$ cat src/rtl/ame_pkg.sv
// Shared types and helpers for the AME Gaussian-elimination solver.
package ame_pkg;

  localparam int unsigned AME_NUM_ROWS = 6;

  typedef enum logic [2:0] {
    StIdle,
    StRd,
    StLat,
    StCmp,
    StUpd,
    StDone
  } ame_piv_state_t;

  // Index of the lowest cleared bit; 0 when every bit is set.
  function automatic logic [2:0] ame_first_zero(input logic [AME_NUM_ROWS-1:0] mask);
    ame_first_zero = 3'd0;
    for (int i = AME_NUM_ROWS - 1; i >= 0; i--) begin
      if (!mask[i]) ame_first_zero = 3'(i);
    end
  endfunction

endpackage

$ cat src/rtl/ame_pivot_select.sv
// Pivot-search sequencer: walks the columns, drives the max-abs comparator with
// already-used rows masked, and records the pivot permutation and singularity.
module ame_pivot_select
  import ame_pkg::*;
#(
  parameter int unsigned COMP_DATA_BITS     = 64,
  parameter int unsigned COMP_DATA_IDX_BITS = 3
) (
  input  logic                                         clk_i,
  input  logic                                         rst_n_i,
  input  logic                                         piv_init_i,
  input  logic [2:0]                                   piv_cols_i,
  output logic                                         piv_done_o,
  output logic                                         col_rd_o,
  output logic [2:0]                                   col_addr_o,
  input  logic [5:0][COMP_DATA_BITS-1:0]               col_data_i,
  output logic                                         comp_init_o,
  input  logic                                         comp_done_i,
  output logic [5:0][COMP_DATA_BITS-1:0]               comp_data_o,
  output logic [5:0]                                   comp_data_mask_o,
  input  logic [COMP_DATA_BITS-1:0]                    comp_data_i,
  input  logic [COMP_DATA_IDX_BITS-1:0]                comp_data_index_i,
  output logic                                         piv_valid_o,
  output logic [2:0]                                   piv_col_o,
  output logic [COMP_DATA_IDX_BITS-1:0]                piv_row_o,
  output logic [5:0][COMP_DATA_IDX_BITS-1:0]           piv_perm_o,
  output logic                                         piv_singular_o
);

  ame_piv_state_t                        state_q, state_d;
  logic [2:0]                            n_q, n_d;
  logic [2:0]                            k_q, k_d;
  logic [5:0]                            mask_q, mask_d;
  logic [5:0][COMP_DATA_BITS-1:0]        data_q, data_d;
  logic [COMP_DATA_BITS-1:0]             max_q, max_d;
  logic [COMP_DATA_IDX_BITS-1:0]         idx_q, idx_d;
  logic [5:0][COMP_DATA_IDX_BITS-1:0]    perm_q, perm_d;
  logic                                  sing_q, sing_d;
  logic [COMP_DATA_IDX_BITS-1:0]         row;
  logic [2:0]                            n_eff;

  // Pivot row choice: comparator index, or lowest free row when the column is all zero.
  always_comb begin
    row   = (max_q != '0) ? idx_q : COMP_DATA_IDX_BITS'(ame_first_zero(mask_q));
    n_eff = (piv_cols_i == 3'd7) ? 3'd6 : piv_cols_i;
  end

  // Next-state logic for the search sequencer.
  always_comb begin
    state_d = state_q;
    n_d     = n_q;
    k_d     = k_q;
    mask_d  = mask_q;
    data_d  = data_q;
    max_d   = max_q;
    idx_d   = idx_q;
    perm_d  = perm_q;
    sing_d  = sing_q;
    unique case (state_q)
      StIdle: begin
        if (piv_init_i) begin
          n_d    = n_eff;
          k_d    = 3'd0;
          sing_d = 1'b0;
          perm_d = '0;
          for (int r = 0; r < AME_NUM_ROWS; r++) begin
            mask_d[r] = (3'(r) >= n_eff);
          end
          state_d = (n_eff == 3'd0) ? StDone : StRd;
        end
      end
      StRd: state_d = StLat;
      StLat: begin
        data_d  = col_data_i;
        state_d = StCmp;
      end
      StCmp: begin
        if (comp_done_i) begin
          max_d   = comp_data_i;
          idx_d   = comp_data_index_i;
          state_d = StUpd;
        end
      end
      StUpd: begin
        perm_d[k_q]      = row;
        mask_d[3'(row)]  = 1'b1;
        if (max_q == '0) sing_d = 1'b1;
        k_d     = k_q + 3'd1;
        state_d = ((k_q + 3'd1) < n_q) ? StRd : StDone;
      end
      StDone:  state_d = StIdle;
      default: state_d = StIdle;
    endcase
  end

  // State registers; reset aborts any search in progress.
  always_ff @(posedge clk_i or negedge rst_n_i) begin
    if (!rst_n_i) begin
      state_q <= StIdle;
      n_q     <= '0;
      k_q     <= '0;
      mask_q  <= '0;
      data_q  <= '0;
      max_q   <= '0;
      idx_q   <= '0;
      perm_q  <= '0;
      sing_q  <= 1'b0;
    end else begin
      state_q <= state_d;
      n_q     <= n_d;
      k_q     <= k_d;
      mask_q  <= mask_d;
      data_q  <= data_d;
      max_q   <= max_d;
      idx_q   <= idx_d;
      perm_q  <= perm_d;
      sing_q  <= sing_d;
    end
  end

  // Outputs decoded from registered state only.
  always_comb begin
    col_rd_o         = (state_q == StRd);
    col_addr_o       = col_rd_o ? k_q : 3'd0;
    comp_init_o      = (state_q == StCmp);
    comp_data_o      = data_q;
    comp_data_mask_o = mask_q;
    piv_valid_o      = (state_q == StUpd);
    piv_col_o        = piv_valid_o ? k_q : 3'd0;
    piv_row_o        = piv_valid_o ? row : '0;
    piv_perm_o       = perm_q;
    piv_singular_o   = sing_q;
    piv_done_o       = (state_q == StDone);
  end

endmodule

$ cat config.mk
export PLATFORM = sky130hd
export DESIGN_NAME = ame_pivot_select
export DESIGN_NICKNAME = d
export VERILOG_FILES = /design/src/rtl/ame_pkg.sv /design/src/rtl/ame_pivot_select.sv
export SDC_FILE = /design/constraint.sdc
export NUM_CORES = 1
export LEC_CHECK = 0
export ABC_CLOCK_PERIOD_IN_PS = 2080
export BUFFER_PORTS_ARGS = -buffer_cell sky130_fd_sc_hd__buf_2
export CORE_AREA = 10 10 338 340
export CTS_CLUSTER_SIZE = 25
export DETAILED_ROUTE_END_ITERATION = 10
export DIE_AREA = 0 0 348 350
export HOLD_SLACK_MARGIN = 0.15
export PLACE_DENSITY_LB_ADDON = 0.1
export RECOVER_POWER = 100
export SYNTH_ARGS = -nofsm -noshare
export SYNTH_HDL_FRONTEND = slang
export SYNTH_SLANG_ARGS = --single-unit
$ cat constraint.sdc
create_clock -name clk_i -period 2.08 [get_ports clk_i]
set_input_delay 0.416 -clock clk_i [delete_from_list [all_inputs] [get_ports clk_i]]
set_output_delay 0.416 -clock clk_i [all_outputs]
set_load 0.02 [all_outputs]
After elaboration in Yosys (flattened, before gate mapping)

Cells that the tools add are included.

Add/subtract/negate cells: 1
Mux-type cells: 30
Reduce and logical (&&, ||, !) cells: 12
$lt $le $gt $ge: 11
Equal/unequal tests: 9
Bitwise logic cells: 1

Operators by type and width:

| operator                                                                     | number |
|---|---|
| 64-bit logical NOT                                                           | 1 |
| 64-bit nonzero test                                                          | 1 |
| 3-bit 2-to-1 mux                                                             | 17 |
| 18-bit one-hot mux with 2 select lines                                       | 1 |
| 18-bit bitwise mux                                                           | 1 |
| 18-bit 2-to-1 mux                                                            | 1 |
| 3-bit one-hot mux with 5 select lines                                        | 1 |
| 6-bit one-hot mux with 2 select lines                                        | 1 |
| 3-bit demux with 3-bit select                                                | 1 |
| 3-bit equality test, second input constant                                   | 3 |
| 3-bit by 4-bit less-than comparator with 1-bit output, second input constant | 2 |
| 2-bit AND reduction                                                          | 4 |
| 3-bit by 2-bit equality test with 1-bit output, second input constant        | 2 |
| 1-bit by 3-bit >= comparator with 1-bit output, first input constant         | 2 |
| 2-bit by 3-bit >= comparator with 1-bit output, first input constant         | 2 |
| 3-bit by 1-bit >= comparator with 1-bit output, second input constant        | 2 |
| 3-bit >= comparator, first input constant                                    | 2 |
| 3-bit logical NOT                                                            | 2 |
| 6-bit 2-to-1 mux                                                             | 1 |
| 6-bit OR                                                                     | 1 |
| 3-bit one-hot mux with 2 select lines                                        | 1 |
| 2-bit by 1-bit inequality test with 1-bit output, second input constant      | 2 |
| 3-bit by 1-bit adder with 3-bit output, second input constant                | 1 |
| 1-bit demux with 3-bit select                                                | 1 |
| other kinds (8)                                                              | 11 |

Flip-flop bits (word level): 485
Word-level logic and storage cells: 83
Output and inout bits: 422
Bits of input ports: 458

Longest topological paths before layout

Gate-level depths: netlist of run 1.

Depth in word-level cells: 13
Gate-level depth with buffers: 8
Mapped depth without buffers: 7

Worst setup path before layout of run 1

Ideal clock, no wire load.

Path kind: register to output
Start: reg max_q[6]
End: out piv_row_o[1]
Setup slack: -0.308 ns
Stages on the path, launching flop included: 7
Required time: 1.664 ns
Path buffers: 1
Arrival: 1.972 ns
Cells stage by stage: dfrtp_1 > nor4_1 > nand4_1 > nor4_4 > mux2i_1 > clkbuf_1 > nor2_1

Word-level cells in the longest chain between the ends: 3

Ends and longest elaborated chain:

| what                     | RTL line                | source |
|---|---|---|
| start: declaration       | ame_pivot_select.sv:35  | `logic [COMP_DATA_BITS-1:0] max_q, max_d;` |
| start signal: assignment | ame_pivot_select.sv:114 | `max_q <= max_d;` |
| 64-bit nonzero test      | ame_pivot_select.sv:44  | `row = (max_q != '0) ? idx_q : COMP_DATA_IDX_BITS'(ame_first_zero(mask_q));` |
| 3-bit 2-to-1 mux         | ame_pivot_select.sv:44  |  |
| 3-bit 2-to-1 mux         | ame_pivot_select.sv:130 | `piv_row_o = piv_valid_o ? row : '0;` |
| end: declaration         | ame_pivot_select.sv:25  | `output logic [COMP_DATA_IDX_BITS-1:0] piv_row_o,` |

Every way passes these cells.

Worst setup path after layout of run 1

Start: reg max_q[1]
End: out piv_row_o[1]

Same word-level chain as after synthesis.

==> results of run 1 <==
==> final cells by class <==
cell class	count	area, um2
Tap cell	1414	1770
Multi-Input combinational cell	609	6260
Sequential cell	485	12100
Clock inverter	19	163
Fill cell	11300	76100
Inverter	4	15.0
Timing Repair Buffer	1428	9480
Clock buffer	90	1830
Antenna cell	8	20.0
==> worst max-delay path, cell delays in order, from the launching register on <==
cell and delay, ps:
dfrtp_1 390, nor4_2 300, nand4_1 210, nor4_4 320
buf_6 170, mux2i_1 190, buf_4 150, nor2_4 30
buf_6 120
==> registers in the layout (all words and copies together), names as in the netlist <==
register          count
piv_perm_o           18
idx_q                 3
comp_data_o         384
piv_singular_o        1
state_q               3
k_q                   3
max_q                64
comp_data_mask_o      6
n_q                   3
==> power by group through the flow <==
stage               clock network, mW  logic (mW)  registers, mW
finish                           10.5        22.0           16.9
global route                     11.4        23.7           17.6
CTS                              11.0        23.7           16.9
detailed placement                  0        22.6           16.9
global placement                    0        22.5           16.8
floorplan                           0        8.50           21.5
==> metrics by stage <==
step	total power [mW]	cell area [um2]	std cells	hold slack [ps]	setup slack, ps
finish	49.5	31700	4057	498	-874
global route	52.6	31700	4056	491	-1070
CTS	51.6	32100	4043	306	-985
detailed placement	39.5	25200	3466	444	-421
global placement	39.3	25200	3466	444	-460
floorplan	30.0	18500	1160	120	-208
==> placed cells by master, fill, tap and decap left out, types with 11 or more instances in the layout <==
cell type      count
buf_12            18
buf_2            457
buf_4             54
buf_6             22
clkbuf_1         423
clkbuf_16         61
clkbuf_8          19
dfrtp_1          484
dlygate4sd3_1    458
mux2_2           451
nand2_1           23
nand3_1           14
nor4_2            11
o21ai_1           12
==> logic make-up (layout without fill, tap and decap cells) <==
logic type / Yosys count / count (layout) / share of synthesized area, %
xor gates and xnor gates: 1 / 1 / 0.0474
DFF: 485 / 485 / 65.7
AOI/OAI and AO/OA: 45 / 45 / 1.64
buffers and inverters: 66 / 1541 / 1.56
muxes: 457 / 457 / 27.8
and+or+nand+nor: 103 / 103 / 3.07
adders and majority gates: 3 / 3 / 0.203
other: 0 / 8 / 0
==> worst max path at each step <==
stage	startpoint	end	slack [ps]	cells past startpoint
after floorplan	max_q[38]	piv_row_o[1]	-210	6
after global placement	max_q[28]	piv_row_o[2]	-460	9
after detailed placement	max_q[28]	piv_row_o[1]	-420	9
after CTS	max_q[57]	piv_row_o[1]	-990	8
after global routing	max_q[61]	piv_row_o[2]	-1070	8
final	max_q[1]	piv_row_o[1]	-870	8
==> repair_timing <==
item	in CTS	in global routing
hold buffers	458	0
buffers inserted	13	7
pin swaps	9	9
setup endpoints to repair	37	37
gates resized for setup	59	32
hold endpoints to repair	521	0
==> layer usage <==
layer	GRT usage (%)	routed length, um	up-vias
li1	-	-	7038
met1	13.3	29900	7595
met2	23.7	43200	556
met3	4.28	6060	124
met4	4.67	2480	8
met5	0	51	-
==> results.cfg, run 1 <==
[status]
status = complete, but fails checks
violations = capacitance limit, slew limit, setup timing

[synthesis]
synthesis.area_um2 = 18500
ys_seq_elements = 485
synth-edff-count = 0
async_reset_ff_share_pct = 100
synthFlopType = dfrtp_1
yosysSeqAreaShare_pct = 65.7
synth_cell_types = 46
yosysTopAreaCell = dfrtp_1
yosys_warnings = 0
avgSynthCellArea_um2 = 15.9
syn_nets = 1621
synth.area.top_cells = dfrtp_1 (66%), mux2_2 (27%), buf_2 (0.87%)
syn-instance-count = 1160
synthTopCellsByCount = dfrtp_1 (485), mux2_2 (451), buf_2 (32), nand2_1 (26), clkbuf_1 (24)
netlist.area_leader.share_pct = 65.7
synth_most_common_cell = dfrtp_1

[min_path]
hold-path-endpoint = n_q[0]
hold_path_startpoint = n_q[0]
hold_depth = 2
worstHoldPathType = register to register

[pwr]
p_switching_mw = 19.8
pwr-share-comb_pct = 44.5
p_clk_share_pct = 21.3
power_density_nw_per_um2 = 1560
peakVddDrop_mv = 0.770
p_int_mw = 29.7
sequentialPowerShare_pct = 34.2
p_leak_nw = 13.6
swShare_pct = 40.0

[floorplan]
initial_core_util_pct = 17.1
core_um2 = 108000
core.rowCount = 121
die_width_um = 348
boundaryPins = 880
dieArea_um2 = 122000
die_h_um = 350

[worst_setup_path]
worstSetupEndpointType = output pin
required_ps = 1660
worstPathMaxFanout = 5
r2r_setup_slack_ps = -180
reg2reg_from = max_q[1]
worstSetupPathType = register to output pin
rr_worst_depth = 10
crit_path_start_kind = register
worstPathArrival_ps = 2540
r2r_end = comp_data_mask_o[5]

[cts]
path_clk_slew_ps = 60
cts-root-buf = clkbuf_16
ctsLongestPathBuffers = 3
cts_tree = done
cts_buffers = 61
h-tree-depth = 2
clkLatencyLatePin_ps = 650
cts_sinks = 485

[placement]
hpwl_um = 64200
port_buffers = 879
routabilityCongestion = 0.793

[timing]
rsz0062_at_grt = yes
fin_crit_sh_pct = 142
finalCriticalPeriod_ps = 2950
hold_viol = 0
max_freq_mhz = 339
tns_ps = -12150
finalSetupViolCount = 228
fin_skew_ps = 16.0
finalWorstSetupSlack_ps = -874
maxSlewHeadroom_pct = -22.4
finalMaxSlewViolations = 40
worst_pin_slew_ps = 1840

[grt]
grt_first_pass_wirelength_um = 118000
grt_max_degree = 56
grt_use_total_pct = 12.8
antenna_found_initial = 14
grt_overflow = 0
grt_pass1_vias = 17600

[flow_run]
maxCapViolations = 1

[drt]
drc = 0
antenna_left = 0
routed_wl_um = 81700
viasPerCell = 3.78
vias = 15300
first_iter_violations = 469
avgRoutedWirePerCell_um = 20.1
dr.pass1.iters = 4

[cells_and_area]
syn_to_final_growth_pct = 71.3
final_core_utilization_pct = 29.4
final_layout_size_suffix_gt1_share_pct = 43.7
nets = 3050
(Power assumes the default switching activity.)
==> inputs of run 2 (changes only) <==
--- a/config.mk
+++ b/config.mk
@@ -7,10 +7,13 @@
 export LEC_CHECK = 0
 export ABC_CLOCK_PERIOD_IN_PS = 2080
 export BUFFER_PORTS_ARGS = -buffer_cell sky130_fd_sc_hd__buf_2
-export CORE_AREA = 10 10 338 340
+export CELL_PAD_IN_SITES_DETAIL_PLACEMENT = 0
+export CELL_PAD_IN_SITES_GLOBAL_PLACEMENT = 1
+export CORE_AREA = 10 10 330 332
 export CTS_CLUSTER_SIZE = 25
 export DETAILED_ROUTE_END_ITERATION = 10
-export DIE_AREA = 0 0 348 350
+export DIE_AREA = 0 0 340 342
+export GPL_TIMING_DRIVEN = 0
 export HOLD_SLACK_MARGIN = 0.15
 export PLACE_DENSITY_LB_ADDON = 0.1
 export RECOVER_POWER = 100
==> results.cfg, run 2 (synthesis results as in run 1) <==
[status]
status = complete, but fails checks
violations = setup timing

[cells_and_area]
nets = 3054
mostFrequentLayoutCells = dfrtp_1 (483), buf_2 (461), dlygate4sd3_1 (457)
final_area_um2 = 31900
largest_register_ffs = 384
mostFrequentLayoutCell = dfrtp_1
n_fill_cell = 10700
syn_to_final_growth_pct = 72.3
final_core_utilization_pct = 31.0
final_layout_size_suffix_gt1_share_pct = 43.1

[grt]
use_met1_pct = 14.8
grt_use_met3_pct = 5.77
grt_pass1_vias = 18000
antenna_found_initial = 22
grt_overflow = 0
grt_max_degree = 110
grt_first_pass_wirelength_um = 126000
grt_use_total_pct = 14.6
use_met2_pct = 26.7
grt_busiest_layer = met2

[timing]
tns_ps = -156480
worst_pin_slew_ps = 1320
finalSetupViolCount = 757
finalWorstSetupSlack_ps = -958
finalCriticalPeriod_ps = 3040
fin_crit_sh_pct = 146
finalMaxSlewViolations = 0
fin_skew_ps = 12.9
max_freq_mhz = 329
rsz0062_at_grt = yes
maxSlewHeadroom_pct = 12.1
hold_viol = 0

[worst_setup_path]
worstSetupPathType = register to output pin
rr_worst_depth = 11
worstPathArrival_ps = 2620
r2r_setup_slack_ps = -420
worstSetupEndpointType = output pin
crit_path_start_kind = register
worstPathMaxFanout = 4
required_ps = 1660

[cts]
clkLatencyLatePin_ps = 620
path_clk_slew_ps = 60
h-tree-depth = 3
cts-root-buf = clkbuf_16
cts_sinks = 485
cts_buffers = 66
cts_tree = done
ctsLongestPathBuffers = 3

[pwr]
sequentialPowerShare_pct = 33.3
pwr-share-comb_pct = 44.5
p_leak_nw = 13.7
p_switching_mw = 20.4
p_clk_share_pct = 22.2
power_density_nw_per_um2 = 1600
peakVddDrop_mv = 0.739
p_int_mw = 30.4
swShare_pct = 40.2

[min_path]
hold_depth = 4
worstHoldPathType = primary input to register

[placement]
routabilityCongestion = 0.780
port_buffers = 879
dpl_cell_area_um2 = 24800
hpwl_um = 69100

[drt]
first_iter_violations = 529
dr.pass1.iters = 6
viasPerCell = 3.84
antenna_left = 0
vias = 15500
avgRoutedWirePerCell_um = 21.7
routed_wl_um = 87400
drc = 0

[flow_run]
maxCapViolations = 0

[floorplan]
core.rowCount = 118
die_h_um = 342
dieArea_um2 = 116000
initial_core_util_pct = 18.0
boundaryPins = 880
die_width_um = 340
core_um2 = 103000
## run 2: worst paths after layout
kind	end	start
max	piv_row_o[1]	max_q[3]
min	n_q[1]	piv_init_i
max reg2reg	piv_perm_o[6]	max_q[3]
min reg2reg	n_q[0]	n_q[0]
max in group asynchronous	comp_data_o[324]	rst_n_i
min in group asynchronous	piv_perm_o[3]	rst_n_i
## run 2: metal layers
| metal | up-vias | part of all wire [%] |
|---|---|---|
| met1 | 7768 | 36 |
| met2 | 538 | 53 |
| met3 | 136 | 8.1 |
| li1 | 7047 | - |
| met5 | - | 0.039 |
| met4 | 6 | 3.5 |
## run 2: layout make-up
| cell class | instances | area, um2 | share of cell area, % |
|---|---|---|---|
| sequential | 485 | 12100 | 38.1 |
| timing repair buffer | 1371 | 8990 | 28.2 |
| multi-input combinational | 609 | 6290 | 19.8 |
| clock buffer | 103 | 1980 | 6.23 |
| tap | 1380 | 1730 | 5.42 |
| buffer | 56 | 519 | 1.63 |
| clock inverter | 11 | 143 | 0.448 |
| antenna | 14 | 35.0 | 0.110 |
| inverter | 4 | 20.0 | 0.0628 |
## run 2: repair_timing
item	in CTS	in global routing
gates resized for setup	132	79
setup buffers	22	5
gates cloned	0	2
endpoints found under the hold margin	551	0
pin swaps	10	9
hold buffers	460	0
setup endpoints to repair	493	419
## run 2: critical path, stage by stage, from the launching register on
cell	delay, ps
dfrtp_1	410
nor4_4	310
nand4_1	200
nor4_4	360
buf_12	170
mux2i_4	230
clkbuf_8	160
nor2_4	30
buf_6	130
## run 2: stage by stage
| step | total power [mW] | cells | hold slack [ps] | setup WS, ps |
|---|---|---|---|---|
| 2_1_floorplan | 30.0 | 1160 | 120 | -208 |
| 3_3_place_gp | 39.1 | 3419 | 470 | -10420 |
| 3_5_place_dp | 39.4 | 3424 | 360 | -1430 |
| 4_1_cts | 52.8 | 4015 | 270 | -1090 |
| 5_1_grt | 54.1 | 4031 | 338 | -1100 |
| 6_report | 50.9 | 4033 | 337 | -958 |
## run 2: power groups by stage
stage | Clock (mW) | Sequential, mW | Combinational [mW]
after floorplan | 0 | 21.5 | 8.50
after global placement | 0 | 16.7 | 22.4
after detailed placement | 0 | 16.7 | 22.6
after CTS | 11.8 | 16.8 | 24.2
after global routing | 12.2 | 17.6 | 24.3
final | 11.3 | 17.0 | 22.6
==> inputs of run 3 (changes only) <==
--- a/config.mk
+++ b/config.mk
@@ -6,7 +6,7 @@
 export NUM_CORES = 1
 export LEC_CHECK = 0
 export ABC_CLOCK_PERIOD_IN_PS = 2080
-export BUFFER_PORTS_ARGS = -buffer_cell sky130_fd_sc_hd__buf_2
+export BUFFER_PORTS_ARGS = -buffer_cell sky130_fd_sc_hd__buf_4
 export CELL_PAD_IN_SITES_DETAIL_PLACEMENT = 0
 export CELL_PAD_IN_SITES_GLOBAL_PLACEMENT = 1
 export CORE_AREA = 10 10 330 332
==> results.cfg, run 3 (synthesis results as in run 1) <==
[timing]
maxSlewHeadroom_pct = 5.30
finalWorstSetupSlack_ps = -969
fin_skew_ps = 11.3
max_freq_mhz = 328
worst_pin_slew_ps = 1420
finalCriticalPeriod_ps = 3050
finalSetupViolCount = 563
finalMaxSlewViolations = 0
fin_crit_sh_pct = 147
holdWs_ps = 353
tns_ps = -70960
rsz0062_at_grt = yes
hold_viol = 0

[placement]
hpwl_um = 70800
dpl_cell_area_um2 = 27000
routabilityCongestion = 0.769
dp_slack_ps = -1360
port_buffers = 879
dpl.cell_count = 3424

[drt]
first_iter_violations = 395
avgRoutedWirePerCell_um = 21.9
vias = 15500
antenna_left = 0
dr.pass1.iters = 4
viasPerCell = 3.83
routed_wl_um = 88600
drc = 0

[worst_setup_path]
crit_path_start = max_q[21]
worstSetupPathType = register to output pin
worstSetupEndpointType = output pin
worstPathArrival_ps = 2630
rr_worst_depth = 11
reg2reg_from = max_q[21]
required_ps = 1660
crit_path_start_kind = register
worstPathMaxFanout = 4
r2r_end = piv_perm_o[6]
r2r_setup_slack_ps = -510

[cells_and_area]
fin_cells = 4040
mostFrequentLayoutCell = buf_4
mostFrequentLayoutCells = buf_4 (486), dfrtp_1 (483), dlygate4sd3_1 (457)
final_layout_size_suffix_gt1_share_pct = 43.1
final_area_um2 = 32900
nets = 3060
syn_to_final_growth_pct = 78.2
largest_register_ffs = 384

[grt]
grt_first_pass_wirelength_um = 127000
grt_overflow = 0
grt_pass1_vias = 17900
grt_max_degree = 101
grt_use_total_pct = 14.7
antenna_found_initial = 20

[cts]
path_clk_slew_ps = 50
cts_sinks = 485
ctsLongestPathBuffers = 3
h-tree-depth = 3
cts_tree = done
clkLatencyLatePin_ps = 610
cts-root-buf = clkbuf_16
cts_buffers = 66

[min_path]
worstHoldPathType = primary input to register
hold_path_startpoint = piv_init_i
hold_depth = 4
hold-path-endpoint = n_q[0]

[floorplan]
dieArea_um2 = 116000
core_um2 = 103000
die_width_um = 340
core.rowCount = 118
boundaryPins = 880
initial_core_util_pct = 18.0
die_h_um = 342

[status]
violations = setup timing
status = complete, but fails checks

[pwr]
p_leak_nw = 14.1
peakVddDrop_mv = 0.661
power_density_nw_per_um2 = 1550

[flow_run]
maxCapViolations = 0
-- run 3: cell types whose count changed in the layout (fill, tap and decap cells not counted), moves of 3 or more --
| cell | change |
|---|---|
| clkbuf_2 | +4 |
| clkinv_2 | +3 |
| buf_4 | +467 |
| buf_2 | -460 |
| nor4_1 | +3 |
| inv_6 | -3 |
-- run 3: worst max-delay path by stage --
stage                                  end  cells after the start
after floorplan               piv_row_o[1]                      6
after global placement    comp_data_o[338]                      1
after detailed placement  comp_data_o[376]                      5
after CTS                     piv_row_o[1]                      8
after global routing          piv_row_o[2]                      8
final                         piv_row_o[2]                      8
-- run 3: routing by layer --
metal	up-vias	GRT usage (%)	wire length, um
met2	547	27.1	46700
li1	7062	-	-
met4	6	4.98	3230
met3	135	6.10	7340
met5	-	0	39
met1	7720	14.8	31300
-- run 3: critical path, cell delays in order (launching register included) --
cell     delay, ps
dfrtp_1        380
nor4_1         370
nand4_1        250
nor4_4         320
buf_12         170
mux2i_4        240
buf_6          130
nor2_4          30
buf_6          130
-- run 3: final cells by class --
cell class              instances  area, um2
diodes                         13       32.5
inverters                       4       20.0
flip-flops and latches        485      12100
fillers                     10700      69700
plain buffers                  58        534
clock inverters                11       88.8
clock buffers                 105       2050
repair buffers               1375      10100
multi-input cells             609       6250
well taps                    1380       1730
-- run 3: where the power goes --
group	switching, mW	leakage [nW]	total [mW]	internal, mW
Sequential	2.57	5.75	16.9	14.3
Combinational	13.4	7.31	23.0	9.62
Clock	4.44	1.05	11.3	6.87
-- run 3: timing repair --
item / 4_1_cts / 5_1_grt
endpoints found under the hold margin: 521 / 0
endpoints found under the setup margin: 493 / 437
resized for setup: 97 / 81
hold buffers: 458 / 0
buffers inserted: 19 / 16
pin swaps: 5 / 8
-- run 3: per-stage QoR --
step	total power, mW	utilization (%)
after global placement	41.8	26.2
after floorplan	30.0	-
after global routing	54.3	32.1
after CTS	55.4	33.3
after detailed placement	42.1	26.3
final	51.2	32.1
